--- src/rtl/riscv_pkg.sv ---
// Shared RV32I control encodings: ALU op codes, opcodes, FSM states and mux selects.
// ILLEGAL_TRAP_EN adds the TRAP state used by the illegal-instruction trap.
package riscv_pkg;

    typedef enum logic [3:0] {
        ALU_ADD  = 4'h0,
        ALU_SUB  = 4'h1,
        ALU_AND  = 4'h2,
        ALU_OR   = 4'h3,
        ALU_XOR  = 4'h4,
        ALU_SLT  = 4'h5,
        ALU_SHL  = 4'h6,
        ALU_SHR  = 4'h7,
        ALU_SGTE = 4'h8,
        ALU_EQ   = 4'h9,
        ALU_NE   = 4'hA
    } alu_op_t;

    localparam logic [6:0] OP_LOAD   = 7'b0000011;
    localparam logic [6:0] OP_STORE  = 7'b0100011;
    localparam logic [6:0] OP_RTYPE  = 7'b0110011;
    localparam logic [6:0] OP_ITYPE  = 7'b0010011;
    localparam logic [6:0] OP_BRANCH = 7'b1100011;
    localparam logic [6:0] OP_JAL    = 7'b1101111;

    typedef enum logic [3:0] {
        ST_FETCH    = 4'd0,
        ST_DECODE   = 4'd1,
        ST_MEMADR   = 4'd2,
        ST_MEMREAD  = 4'd3,
        ST_MEMWB    = 4'd4,
        ST_MEMWRITE = 4'd5,
        ST_EXECR    = 4'd6,
        ST_EXECI    = 4'd7,
        ST_ALUWB    = 4'd8,
        ST_BRANCH   = 4'd9,
        ST_JAL      = 4'd10
`ifdef ILLEGAL_TRAP_EN
        , ST_TRAP   = 4'd11
`endif
    } state_t;

    typedef enum logic [1:0] {
        RES_ALUOUT = 2'd0,
        RES_DATA   = 2'd1,
        RES_ALU    = 2'd2
    } result_src_t;

    typedef enum logic [1:0] {
        SRCA_PC    = 2'd0,
        SRCA_OLDPC = 2'd1,
        SRCA_RS1   = 2'd2
    } alu_src_a_t;

    typedef enum logic [1:0] {
        SRCB_RS2  = 2'd0,
        SRCB_IMM  = 2'd1,
        SRCB_FOUR = 2'd2
    } alu_src_b_t;

    typedef enum logic [2:0] {
        IMM_I = 3'd0,
        IMM_S = 3'd1,
        IMM_B = 3'd2,
        IMM_J = 3'd3
    } imm_src_t;

    // beq takes on equality; bne/blt/bge all take when the ALU result is non-zero.
    function automatic logic branch_taken(input logic [2:0] funct3, input logic zero);
        return (funct3 == 3'b000) ? zero : !zero;
    endfunction

endpackage

--- src/rtl/alu_op_decode.sv ---
// Combinational ALU operation decode from {state, funct3, funct7[5]}, with an
// illegal flag for encodings the datapath does not implement.
module alu_op_decode
    import riscv_pkg::*;
(
    input  logic [3:0] state,
    input  logic [2:0] funct3,
    input  logic       funct7_b5,
    output logic [3:0] alu_op,
    output logic       illegal
);

    // NOTE: every output gets a default first so no path leaves it unassigned (no latch).
    always_comb begin
        alu_op  = ALU_ADD;
        illegal = 1'b0;
        case (state)
            ST_EXECR, ST_EXECI: begin
                case (funct3)
                    3'b000:  alu_op = (state == ST_EXECR && funct7_b5) ? ALU_SUB : ALU_ADD;
                    3'b001:  alu_op = ALU_SHL;
                    3'b010:  alu_op = ALU_SLT;
                    3'b100:  alu_op = ALU_XOR;
                    3'b101:  alu_op = ALU_SHR;
                    3'b110:  alu_op = ALU_OR;
                    3'b111:  alu_op = ALU_AND;
                    default: illegal = 1'b1;
                endcase
                // In I-type only the shift immediates carry a funct7 field.
                if (state == ST_EXECR && funct7_b5 && funct3 != 3'b000)
                    illegal = 1'b1;
                if (state == ST_EXECI && funct7_b5 && (funct3 == 3'b001 || funct3 == 3'b101))
                    illegal = 1'b1;
            end
            ST_BRANCH: begin
                case (funct3)
                    3'b000, 3'b001: alu_op = ALU_SUB;
                    3'b100:         alu_op = ALU_SLT;
                    3'b101:         alu_op = ALU_SGTE;
                    default:        illegal = 1'b1;
                endcase
            end
            default: ;
        endcase
    end

endmodule

--- src/rtl/multicycle_ctrl.sv ---
// Multi-cycle RV32I sequencing FSM: fetch/decode/execute/memory/writeback with
// memory ready stall. Define ILLEGAL_TRAP_EN for a sticky TRAP on illegal encodings.
module multicycle_ctrl
    import riscv_pkg::*;
#(
    parameter int INSTR_WIDTH      = 32,
    parameter int ALUCONTROL_WIDTH = 4
)
(
    input  logic                        clk,
    input  logic                        rst_n,
    input  logic [INSTR_WIDTH-1:0]      instr,
    input  logic                        zero,
    input  logic                        mem_ready,
    output logic                        mem_req,
    output logic                        MemWrite,
    output logic                        AdrSrc,
    output logic                        IRWrite,
    output logic                        PCWrite,
    output logic                        RegWrite,
    output logic [1:0]                  ResultSrc,
    output logic [1:0]                  ALUSrcA,
    output logic [1:0]                  ALUSrcB,
    output logic [2:0]                  ImmSrc,
    output logic [ALUCONTROL_WIDTH-1:0] ALUControl
`ifdef ILLEGAL_TRAP_EN
    ,
    output logic                        illegal_instr
`endif
);

`ifdef ILLEGAL_TRAP_EN
    localparam state_t ST_ILLEGAL = ST_TRAP;
`else
    localparam state_t ST_ILLEGAL = ST_FETCH;
`endif

    state_t     state;
    state_t     state_next;
    logic       run;
    logic [6:0] opcode;
    logic [2:0] funct3;
    logic       funct7_b5;
    logic       is_load;
    logic [3:0] dec_op;
    logic       funct_illegal;
    logic       unused_instr_bits;

    assign opcode            = instr[6:0];
    assign funct3            = instr[14:12];
    assign funct7_b5         = instr[30];
    assign is_load           = (opcode == OP_LOAD);
    assign unused_instr_bits = ^{instr[INSTR_WIDTH-1:31], instr[29:15], instr[11:7]};

    alu_op_decode u_alu_op_decode (
        .state     (state),
        .funct3    (funct3),
        .funct7_b5 (funct7_b5),
        .alu_op    (dec_op),
        .illegal   (funct_illegal)
    );

    // run stays low through reset and the first cycle after it, keeping every output idle.
    // NOTE: sequential state uses non-blocking assignments so all flops update together.
    always_ff @(posedge clk or negedge rst_n) begin
        if (!rst_n) begin
            state <= ST_FETCH;
            run   <= 1'b0;
        end else begin
            state <= state_next;
            run   <= 1'b1;
        end
    end

    always_comb begin
        state_next = state;
        if (run) begin
            case (state)
                ST_FETCH:    if (mem_ready) state_next = ST_DECODE;
                ST_DECODE: begin
                    case (opcode)
                        OP_LOAD, OP_STORE: state_next = ST_MEMADR;
                        OP_RTYPE:          state_next = ST_EXECR;
                        OP_ITYPE:          state_next = ST_EXECI;
                        OP_BRANCH:         state_next = ST_BRANCH;
                        OP_JAL:            state_next = ST_JAL;
                        default:           state_next = ST_ILLEGAL;
                    endcase
                end
                ST_MEMADR:   state_next = is_load ? ST_MEMREAD : ST_MEMWRITE;
                ST_MEMREAD:  if (mem_ready) state_next = ST_MEMWB;
                ST_MEMWRITE: if (mem_ready) state_next = ST_FETCH;
                ST_MEMWB:    state_next = ST_FETCH;
                ST_EXECR,
                ST_EXECI:    state_next = funct_illegal ? ST_ILLEGAL : ST_ALUWB;
                ST_ALUWB:    state_next = ST_FETCH;
                ST_BRANCH:   state_next = funct_illegal ? ST_ILLEGAL : ST_FETCH;
                ST_JAL:      state_next = ST_ALUWB;
`ifdef ILLEGAL_TRAP_EN
                ST_TRAP:     state_next = ST_TRAP;
`endif
                default:     state_next = ST_FETCH;
            endcase
        end
    end

    always_comb begin
        mem_req    = 1'b0;
        MemWrite   = 1'b0;
        AdrSrc     = 1'b0;
        IRWrite    = 1'b0;
        PCWrite    = 1'b0;
        RegWrite   = 1'b0;
        ResultSrc  = RES_ALUOUT;
        ALUSrcA    = SRCA_PC;
        ALUSrcB    = SRCB_RS2;
        ImmSrc     = IMM_I;
        ALUControl = ALUCONTROL_WIDTH'(ALU_ADD);
        if (run) begin
            case (state)
                ST_FETCH: begin
                    mem_req   = 1'b1;
                    IRWrite   = mem_ready;
                    PCWrite   = mem_ready;
                    ResultSrc = RES_ALU;
                    ALUSrcB   = SRCB_FOUR;
                end
                ST_DECODE: begin
                    // JAL needs OldPC + 4 in the ALU output register instead of the branch target.
                    ALUSrcA = SRCA_OLDPC;
                    ALUSrcB = (opcode == OP_JAL) ? SRCB_FOUR : SRCB_IMM;
                    ImmSrc  = IMM_B;
                end
                ST_MEMADR: begin
                    ALUSrcA = SRCA_RS1;
                    ALUSrcB = SRCB_IMM;
                    ImmSrc  = is_load ? IMM_I : IMM_S;
                end
                ST_MEMREAD: begin
                    mem_req = 1'b1;
                    AdrSrc  = 1'b1;
                end
                ST_MEMWRITE: begin
                    mem_req  = 1'b1;
                    MemWrite = 1'b1;
                    AdrSrc   = 1'b1;
                end
                ST_MEMWB: begin
                    ResultSrc = RES_DATA;
                    RegWrite  = 1'b1;
                end
                ST_EXECR: begin
                    ALUSrcA    = SRCA_RS1;
                    ALUSrcB    = SRCB_RS2;
                    ALUControl = ALUCONTROL_WIDTH'(dec_op);
                end
                ST_EXECI: begin
                    ALUSrcA    = SRCA_RS1;
                    ALUSrcB    = SRCB_IMM;
                    ImmSrc     = IMM_I;
                    ALUControl = ALUCONTROL_WIDTH'(dec_op);
                end
                ST_ALUWB: begin
                    ResultSrc = RES_ALUOUT;
                    RegWrite  = 1'b1;
                end
                ST_BRANCH: begin
                    ALUSrcA    = SRCA_RS1;
                    ALUSrcB    = SRCB_RS2;
                    ImmSrc     = IMM_B;
                    ResultSrc  = RES_ALUOUT;
                    ALUControl = ALUCONTROL_WIDTH'(dec_op);
                    PCWrite    = branch_taken(funct3, zero) && !funct_illegal;
                end
                ST_JAL: begin
                    ALUSrcA   = SRCA_OLDPC;
                    ALUSrcB   = SRCB_IMM;
                    ImmSrc    = IMM_J;
                    ResultSrc = RES_ALU;
                    PCWrite   = 1'b1;
                end
                default: ;
            endcase
        end
    end

`ifdef ILLEGAL_TRAP_EN
    assign illegal_instr = (state == ST_TRAP);
`endif

endmodule

--- config.mk ---
export PLATFORM = sky130hd
export DESIGN_NAME = multicycle_ctrl
export DESIGN_NICKNAME = d
export VERILOG_FILES = /design/src/rtl/riscv_pkg.sv /design/src/rtl/alu_op_decode.sv /design/src/rtl/multicycle_ctrl.sv
export SDC_FILE = /design/constraint.sdc
export NUM_CORES = 1
export LEC_CHECK = 0
export ABC_AREA = 1
export CAP_MARGIN = 30
export CORE_AREA = 2 2 53 55
export CTS_CLUSTER_SIZE = 25
export DETAILED_ROUTE_END_ITERATION = 6
export DIE_AREA = 0 0 55 57
export MAX_ROUTING_LAYER = met4
export PLACE_DENSITY = 0.86
export SLEW_MARGIN = 20
export SYNTH_ARGS = -nofsm -noshare
export SYNTH_HDL_FRONTEND = slang
export SYNTH_HIERARCHICAL = 1
export SYNTH_SLANG_ARGS = --single-unit
--- constraint.sdc ---
create_clock -name clk -period 1.8 [get_ports clk]
set_clock_uncertainty 0.2 [all_clocks]
set_input_delay 0.18 -clock clk [delete_from_list [all_inputs] [get_ports clk]]
set_output_delay 0.18 -clock clk [all_outputs]
set_load 0.02 [all_outputs]
==> out/metrics.yaml <==
crit_chain: "inv_1 > nand2_2 > nor2_4 > buf_4 > nand2_1 > a31oi_1 > buf_2"
violations: "setup timing"
end_kind: "primary output"
ant_nets: 0
n_antenna_cell: 0
crit_type: "flip-flop to primary output"
cp_top_family: "buffers and inverters"
grt_start_max_net_pins: 11
worstSetupStartpointType: "flip-flop"
root_buffer: "clkbuf_4"
first_iter_violations: 22
critical-path-slowest-cell: "dfrtp_1"
place_congestion: 0.810
placed_cells: 269
instances_no_fill: 284
die_area_sq_um: 3140
initial_utilization_pct: 34.3
h-tree-depth: 1
crit_buf_inv: 3
status: "complete, but fails checks"
setup_viol: 14
grt_setup_unrepaired: "true"
vias_per_cell: 4.78
cts.sinks: 5
grt_pass1_wl_um: 4550
synth_cell_types: 27
syn_inst: 172
grt_pass1_vias: 1220
clock_latency_ps: 240
ys_warn_count: 6
yosysSeqAreaShare_pct: 13.9
power.density_nw_per_um2: 643
peakVddDrop_mv: 0.389
cp.arrival_ps: 1650
dr.pass1.iters: 4
core_area_sq_um: 2620
timing.fmax_ghz: 0.492
worst_slack_ps: -233
cap_violations: 0
layout.nets: 290
syn_area_per_cell_sq_um: 5.22
area_growth_pct: 88.6
hold_violations: 0
cp.required_ps: 1420
clkSlewWorstSetupHoldPaths_ps: 40
most-common-layout-cells: "50 x buf_4, 46 x nand2_1, 25 x nor2_1"
die-width_um: 55
port_buffers: 32
grt_usage_pct: 19.5
fin_util_pct: 64.7
final_common_cell: "buf_4"
layout-drive-gt1-share_pct: 43.9
antenna_found_initial: 0
ys_seq_elements: 5
hpwl_um: 2210
wirelength_um: 3070
boundaryPins: 55
max_stage_delay_ps: 420
drc: 0
post_drt_wl_per_cell_um: 10.8
hold_class: "primary input to async pin"
vias: 1358
cts_inserted_buffers: 3
grt_overflow: 0
clockBufferDepth: 2
cts_tree: "done"
path_max_fanout: 4
syn_nets: 208
slew_viol_final: 0
num-fill-cells: 235
post-route-period-util_pct: 113
die_h_um: 57
rows: 19
synth_area_sq_um: 897
p_leak_nw: 0.893
min_period_ps: 2030
worst paths after layout:
check / startpoint / to / slack (ps) / depth (start not counted)
worst max-delay path: state[2] / ALUSrcB[0] / -230 / 7
worst min-delay path: rst_n / state[2] / 490 / 2
worst max register to register: state[2] / state[3] / 30 / 11
worst min register to register: state[0] / state[0] / 530 / 3
max in group asynchronous: rst_n / state[3] / 720 / 2
min in group clk: state[0] / state[0] / 530 / 3
registers in the layout, indices dropped and copies added, names as in the netlist:
| name | cells |
|---|---|
| run | 1 |
| state | 4 |
metrics by stage:
stage	setup TNS [ps]	power [mW]	hold slack (ps)	worst slack [ps]	area, sq um
finish	-1390	1.09	493	-233	1690
global route	-2860	1.17	509	-332	1690
CTS	-746	1.00	493	-202	1570
detailed placement	-6600	0.863	207	-753	1510
global placement	-6220	0.848	205	-673	1510
floorplan	0	0.517	-316	34.7	897
where the power goes:
group | total (mW) | switching, mW | internal, mW
clock network | 0.129 | 0.0448 | 0.0837
registers | 0.156 | 0.0244 | 0.131
logic | 0.804 | 0.443 | 0.361
area by class of cell:
type                            count  area, sq um  area share (%)
Sequential cell                     5          128            7.54
Tap cell                           31         38.8            2.29
Inverter                           31          119            7.03
Timing Repair Buffer               78          643            38.0
Clock buffer                        4         26.3            1.55
Multi-Input combinational cell    135          737            43.6
synthesized netlist by cell type (all sizes together):
cell type	n	area, sq um
a21oi	9	60.1
o21bai	1	7.51
inv	30	113
nand2	59	236
nor2	34	153
dfrtp	5	125
clkinv	1	3.75
o21a	1	7.51
conb	2	7.51
a31oi	1	6.26
o211ai	1	7.51
nand3	16	90.1
o21ai	7	35.0
buf	1	7.51
nor3	3	31.3
nor4	1	6.26
cells by family (layout without fill, tap and decap cells):
family / Yosys count / after routing / share of synthesized area [%]
flops: 5 / 5 / 13.9
buf+inv: 32 / 113 / 13.8
simple gates: 113 / 113 / 57.6
compound gates: 20 / 20 / 13.8
other cells: 2 / 2 / 0.837
worst register-to-register path, stage by stage, from the launching register on:
cell and delay [ps]:
dfrtp_1 420, buf_6 140, nor3_4 220, nand2_1 100, nand2_2 70, buf_4 100, buf_4 90, nor2_1 30
nor2_1 110, nand2_1 80, nand2_1 60, nand2_1 40
per-layer routing:
| metal | track usage [%] | vias up | wire length [um] |
|---|---|---|---|
| li1 | - | 691 | - |
| met1 | 19.8 | 621 | 1160 |
| met2 | 36.1 | 36 | 1740 |
| met3 | 2.09 | 10 | 99 |
| met4 | 8.01 | 0 | 77 |
| met5 | - | - | 0 |
what timing repair did:
| action | 4_1_cts | 5_1_grt |
|---|---|---|
| buffers inserted | 3 | 7 |
| resized for setup | 108 | 25 |
| pin swaps | 3 | 13 |
| hold buffers | 1 | 0 |
| setup endpoints to repair | 22 | 21 |
| hold endpoints to repair | 5 | 0 |
(Power assumes the default switching activity.)
